## src/rtl/led_pwm_dimmer_pkg.sv

```systemverilog
// Shared constants, types and helpers for the LED PWM dimmer output stage.
// Defaults target a 50 MHz sys_clk: 20 ms debounce, 50 kHz PWM, 8 brightness levels.
package led_pkg;

  localparam int LED_W = 4;
  localparam logic [LED_W-1:0] LED_OFF = 4'b1111;

  localparam logic [19:0] DEB_MAX_DEF    = 20'd999_999;
  localparam logic [9:0]  PWM_PERIOD_DEF = 10'd1000;
  localparam logic [9:0]  DUTY_STEP_DEF  = 10'd125;
  localparam logic [3:0]  LEVEL_MAX_DEF  = 4'd8;

  typedef logic [3:0]  level_t;
  typedef logic [9:0]  pwm_t;
  typedef logic [19:0] deb_t;

  typedef enum logic [1:0] {
    LVL_HOLD = 2'd0,
    LVL_UP   = 2'd1,
    LVL_DN   = 2'd2
  } lvl_op_e;

  // Simultaneous up and down presses cancel out.
  function automatic lvl_op_e lvl_op(input logic up, input logic dn);
    lvl_op_e op;
    op = LVL_HOLD;
    if (up && !dn) op = LVL_UP;
    if (dn && !up) op = LVL_DN;
    return op;
  endfunction

  // LEVEL_MAX*DUTY_STEP == PWM_PERIOD keeps this within 10 bits.
  function automatic pwm_t duty_of(input level_t lvl, input pwm_t step);
    return pwm_t'({6'd0, lvl} * step);
  endfunction

endpackage

```

## src/rtl/led_pwm_dimmer_key_filter.sv

```systemverilog
// Key synchroniser and debouncer: emits one 1-cycle press pulse per continuous low hold.
// Pulse appears DEB_MAX+2 clk after the raw key first goes low; release is silent.
module key_filter
  import led_pkg::*;
#(
  parameter deb_t DEB_MAX = DEB_MAX_DEF
) (
  input  logic sys_clk,
  input  logic sys_rst,
  input  logic key_n,
  output logic press
);

  logic sync1_q;
  logic sync2_q;
  deb_t cnt_q;
  deb_t cnt_d;
  logic press_q;
  logic press_d;

  // Any high sample restarts the count, so bounces never reach DEB_MAX-1.
  always_comb begin
    cnt_d = cnt_q;
    if (sync2_q) begin
      cnt_d = '0;
    end else if (cnt_q != DEB_MAX) begin
      cnt_d = cnt_q + deb_t'(1);
    end
    press_d = (cnt_q == DEB_MAX - deb_t'(1));
  end

  always_ff @(posedge sys_clk) begin
    if (sys_rst) begin
      sync1_q <= 1'b1;
      sync2_q <= 1'b1;
      cnt_q   <= '0;
      press_q <= 1'b0;
    end else begin
      sync1_q <= key_n;
      sync2_q <= sync1_q;
      cnt_q   <= cnt_d;
      press_q <= press_d;
    end
  end

  assign press = press_q;

endmodule

```

## src/rtl/led_pwm_dimmer.sv

```systemverilog
// PWM dimmer for the active-low running-light pattern; brightness stepped by two keys.
// led_in -> led_out latency 1 clk; level changes apply from the next PWM period start.
module led_pwm_dimmer
  import led_pkg::*;
#(
  parameter deb_t   DEB_MAX    = DEB_MAX_DEF,
  parameter pwm_t   PWM_PERIOD = PWM_PERIOD_DEF,
  parameter pwm_t   DUTY_STEP  = DUTY_STEP_DEF,
  parameter level_t LEVEL_MAX  = LEVEL_MAX_DEF
) (
  input  logic             sys_clk,
  input  logic             sys_rst,
  input  logic             key_up_n,
  input  logic             key_dn_n,
  input  logic [LED_W-1:0] led_in,
  output logic [LED_W-1:0] led_out,
  output logic [3:0]       level
);

  logic press_up;
  logic press_dn;

  level_t          level_q;
  level_t          level_d;
  pwm_t            pwm_cnt_q;
  pwm_t            pwm_cnt_d;
  pwm_t            duty_q;
  pwm_t            duty_d;
  logic [LED_W-1:0] led_q;
  logic [LED_W-1:0] led_d;
  logic            period_end;
  logic            pwm_on;

  key_filter #(.DEB_MAX(DEB_MAX)) u_key_up (
    .sys_clk (sys_clk),
    .sys_rst (sys_rst),
    .key_n   (key_up_n),
    .press   (press_up)
  );

  key_filter #(.DEB_MAX(DEB_MAX)) u_key_dn (
    .sys_clk (sys_clk),
    .sys_rst (sys_rst),
    .key_n   (key_dn_n),
    .press   (press_dn)
  );

  always_comb begin
    level_d = level_q;
    case (lvl_op(press_up, press_dn))
      LVL_UP:  if (level_q < LEVEL_MAX) level_d = level_q + level_t'(1);
      LVL_DN:  if (level_q != '0)       level_d = level_q - level_t'(1);
      default: level_d = level_q;
    endcase
  end

  // Duty is only reloaded at the period boundary so a period is never cut short.
  always_comb begin
    period_end = (pwm_cnt_q == PWM_PERIOD - pwm_t'(1));
    pwm_cnt_d  = period_end ? '0 : pwm_cnt_q + pwm_t'(1);
    duty_d     = period_end ? duty_of(level_q, DUTY_STEP) : duty_q;
    pwm_on     = (pwm_cnt_q < duty_q);
    led_d      = pwm_on ? led_in : LED_OFF;
  end

  always_ff @(posedge sys_clk) begin
    if (sys_rst) begin
      level_q   <= LEVEL_MAX;
      duty_q    <= PWM_PERIOD;
      pwm_cnt_q <= '0;
      led_q     <= LED_OFF;
    end else begin
      level_q   <= level_d;
      duty_q    <= duty_d;
      pwm_cnt_q <= pwm_cnt_d;
      led_q     <= led_d;
    end
  end

  assign led_out = led_q;
  assign level   = level_q;

endmodule

```

## config.mk

```make
export PLATFORM = sky130hd
export DESIGN_NAME = led_pwm_dimmer
export DESIGN_NICKNAME = d
export VERILOG_FILES = /design/src/rtl/led_pwm_dimmer_pkg.sv /design/src/rtl/led_pwm_dimmer_key_filter.sv /design/src/rtl/led_pwm_dimmer.sv
export SDC_FILE = /design/constraint.sdc
export NUM_CORES = 1
export LEC_CHECK = 0
export ABC_AREA = 1
export CORE_MARGIN = 4
export CORE_UTILIZATION = 46
export CTS_CLUSTER_SIZE = 28
export DETAILED_ROUTE_END_ITERATION = 10
export HOLD_SLACK_MARGIN = 0.05
export PLACE_DENSITY = 0.74
export SETUP_SLACK_MARGIN = 0.05
export SLEW_MARGIN = 20
export SYNTH_ARGS = -nofsm -noshare
export SYNTH_HDL_FRONTEND = slang
export SYNTH_HIERARCHICAL = 1
export SYNTH_SLANG_ARGS = --single-unit
export TNS_END_PERCENT = 1
```

## constraint.sdc

```tcl
create_clock -name sys_clk -period 5.25 [get_ports sys_clk]
set_clock_uncertainty 0.1 [all_clocks]
set_input_delay 1.05 -clock sys_clk [delete_from_list [all_inputs] [get_ports sys_clk]]
set_output_delay 1.05 -clock sys_clk [all_outputs]
set_load 0.02 [all_outputs]
```

==> results.md <==
Floorplan:
- 16 I/O pins were placed.
- The effective utilization at floorplan is 47.2%.
- The number of placement rows is 36.
- The die outline area is 0.0116 mm^2.
- The die is 108 um wide.
- The core outline area is 0.00973 mm^2.
- The die is 108 um tall.

Final layout:
- The final cell area excluding filler cells is 0.00507 mm^2.
- The net count of the finished layout is 710.
- From synthesis to final layout, the design area changed by 10.4%.
- The non-filler instance count after layout is 803.
- The number of antenna diodes in the final layout is 0.
- Cells with a size suffix above 1 make up 11.0% of the layout.
- The post-route core utilization is 52.1%.
- After filler insertion, the fill cell instance count of the layout stands at 917.

Global route:
- Entering global routing, the biggest net connects 16 pins.
- The overall track demand over capacity in global routing is 17.7%.
- The initial antenna violation count was 0.
- The wire length of the first global-routing pass is 16.8 mm.
- The number of global-route vias before repair is 4006.
- The sum of overflow across all layers after global routing is 0.

Worst setup path:
- The master of the slowest instance on the critical path is fa_1.
- STA puts the critical path data arrival time at 3130 ps.
- The worst setup path is launched from a flip-flop.
- In this run the worst path has a maximum fanout of 9.
- For this run, the slowest stage of the critical path takes 670 ps.
- The type of the setup path with the least slack is reg -> reg.
- The cell repeated most along the worst path is nand2_1.
- Walking the worst path, the cells encountered are inv_1, fa_1, xor2_1, ha_1, or2_2, ha_1, nand2_1, inv_1, nand4_1, nand3_1, nand2_1, nand3_1, nand2_1.
- The data required time of the critical path is 5400 ps.
- The sort of element at the end of the critical path is a flip-flop.

Synthesis:
- The net count after synthesis is 692.
- The commonest cells after synthesis are 117 x nand2_1, 95 x inv_1, 87 x nor2_1, 74 x dfxtp_1, 42 x a21oi_1.
- For this run, asynchronously set or reset flops after synthesis account for 0%.
- Sorting the synthesized cells by area gives the leading types as dfxtp_1 32%, nand2_1 9.6%, ha_1 8.7%, inv_1 7.8%, nor2_1 7.1%.
- Summed over all instances, the cell type with the most area after synthesis is dfxtp_1.
- Of the synthesized area, sequential elements account for 32.3%.
- Counting flops with a built-in enable in the synthesized netlist gives 0.
- Summed over its instances, the top area cell type makes up 32.3% of the synthesized netlist area.
- The netlist uses 33 different library cells.
- The area of the mapped netlist is 0.00459 mm^2.
- Synthesis inferred 74 register bits.
- The cell count after synthesis came out at 647.
- The main flop type after synthesis is dfxtp_1.
- The cell with the most instances after synthesis is nand2_1.
- For this run, the number of Yosys warnings is 6.
- A synthesized cell averages 7.09 um^2.

Hold path:
- The min-delay analysis places its worst path in the category reg -> reg.

CTS:
- The post-cts hold buffer count is 0.
- The TritonCTS clock tree is yes.
- The number of clock sinks seen by CTS is 74.
- The number of levels the H-tree was split into is 3.
- Counting the buffers created by CTS gives 9.
- The source-to-sink clock delay at the later pin of the worst-skew pair is 360 ps.
- The root buffer cell is clkbuf_8.
- Clock-pin slew was measured on the worst setup and hold paths at 80 ps.
- The post-CTS setup-driven buffer insertion count is 0.
- Gates resized during post-CTS repair numbered 0.
- No sink is reached through more buffers than the 2 on the longest clock path.

Timing:
- The total negative setup slack is 0 ps.
- The setup slack of the critical path after layout is 2270 ps.
- The final number of setup-violating endpoints is 0.
- For the pin with the worst max-slew slack, the measured transition is 549 ps.
- Setup repair after global routing left no endpoint under its margin.
- Measured against its own limit, the worst slew margin works out to 63.3%.
- The number of hold violations in the final report came to 0.
- The period utilization is 56.8%.
- On the final layout, the worst hold slack is 322 ps.
- The routed design could run at a clock period as short as 2980 ps.
- The count of pins over their slew limit was 0.
- The maximum frequency from static timing analysis is 335 MHz.

Drt:
- Dividing the detail-routed via count by the number of cells gives 5.13.
- The average wire per cell in the routed design is 12.1 um.
- The first detailed-routing pass ran for 5 iterations.
- The count of nets left with antenna violations after detail routing is 0.
- After detailed routing, the total wire length is 9.73 mm.
- For this run, design rule violations remaining after detail routing come to 0.
- The total number of vias is 4118.
- For this block, the initial DRC count from the detailed router was 276.

Run:
- The max-cap violation count is 0.

Placement:
- The placed instance count is 787.
- The worst-case setup slack after placement is 2260 ps.
- After legalization and detailed placement, the total HPWL measured 7.44 mm.
- The routability congestion estimate is 0.870.
- The count of input and output buffers is 15.
- The total placed instance area is 0.00486 mm^2.

Power:
- The areal power density over the cells is 209 mW/mm^2.
- The analysis attributes to cell leakage a power of 1.93 nW.
- The design draws 1.06 mW.
- VDD sags by at most 112 uV.

Status:
- The run finished with clean final reports.
## worst paths after layout
check	start	endpoint	slack, ps	cells after the start
worst max-delay path	level[1]	duty_q[8]	2270	13
worst min-delay path	u_key_up/sync1_q	u_key_up/sync2_q	320	1
worst min register to register	u_key_up/sync1_q	u_key_up/sync2_q	320	1
worst max register to register	level[1]	duty_q[8]	2270	13
## final cells by class
| cell class | count | area [um^2] | share of cell area [%] |
|---|---|---|---|
| multi-input cells | 465 | 2690 | 53.0 |
| flip-flops and latches | 74 | 1480 | 29.2 |
| inverters | 100 | 378 | 7.46 |
| well taps | 133 | 166 | 3.28 |
| clock buffers | 12 | 155 | 3.06 |
| repair buffers | 15 | 150 | 2.96 |
| clock inverters | 4 | 50.0 | 0.988 |
## cell families (layout without fill, tap and decap cells)
| family | after synthesis | in the layout | share of synthesized area, % |
|---|---|---|---|
| xor+xnor | 19 | 19 | 3.63 |
| buf+inv | 108 | 131 | 9.19 |
| fa+ha+maj | 37 | 37 | 10.9 |
| simple gates | 337 | 337 | 35.5 |
| flops | 74 | 74 | 32.3 |
| compound gates | 72 | 72 | 8.45 |
## sequential cells by signal, indices dropped and copies added, names as in the netlist
name              cells
u_key_dn/cnt_q       20
u_key_up/cnt_q       20
duty_q               10
pwm_cnt_q            10
led_out               4
level                 4
u_key_dn/press        1
u_key_dn/sync1_q      1
u_key_dn/sync2_q      1
u_key_up/press        1
u_key_up/sync1_q      1
u_key_up/sync2_q      1
## power breakdown
group          internal (mW)  switching [mW]
registers              0.566         0.00341
clock network          0.245           0.214
logic                 0.0136          0.0171
## routing by layer
metal	track usage, %	wire [um]
met1	20.9	4410
met2	30.6	4690
met3	3.54	371
met4	8.39	260
met5	0	0
## critical path, delay by kind of cell, from the launching register on
family                     cells  cell delay, ps
DFF                            1             510
and+or+nand+nor                7             710
buffers and inverters          2             240
xor gates and xnor gates       1             120
adders and majority gates      3            1190
## cells in the final DEF, fill, tap and decap left out, drive strengths merged
cell type	n
a21oi	47
bufinv	1
clkbuf	12
clkdlybuf4s50	15
clkinv	3
clkinvlp	2
dfxtp	74
fa	5
ha	32
inv	98
nand2	132
nand3	41
nand3b	6
nand4	32
nor2	112
nor3	5
nor3b	2
nor4b	2
o21a	1
o21ai	23
o21bai	1
or2	5
xnor2	11
xor2	8
Power figures use the tool's default switching activity.
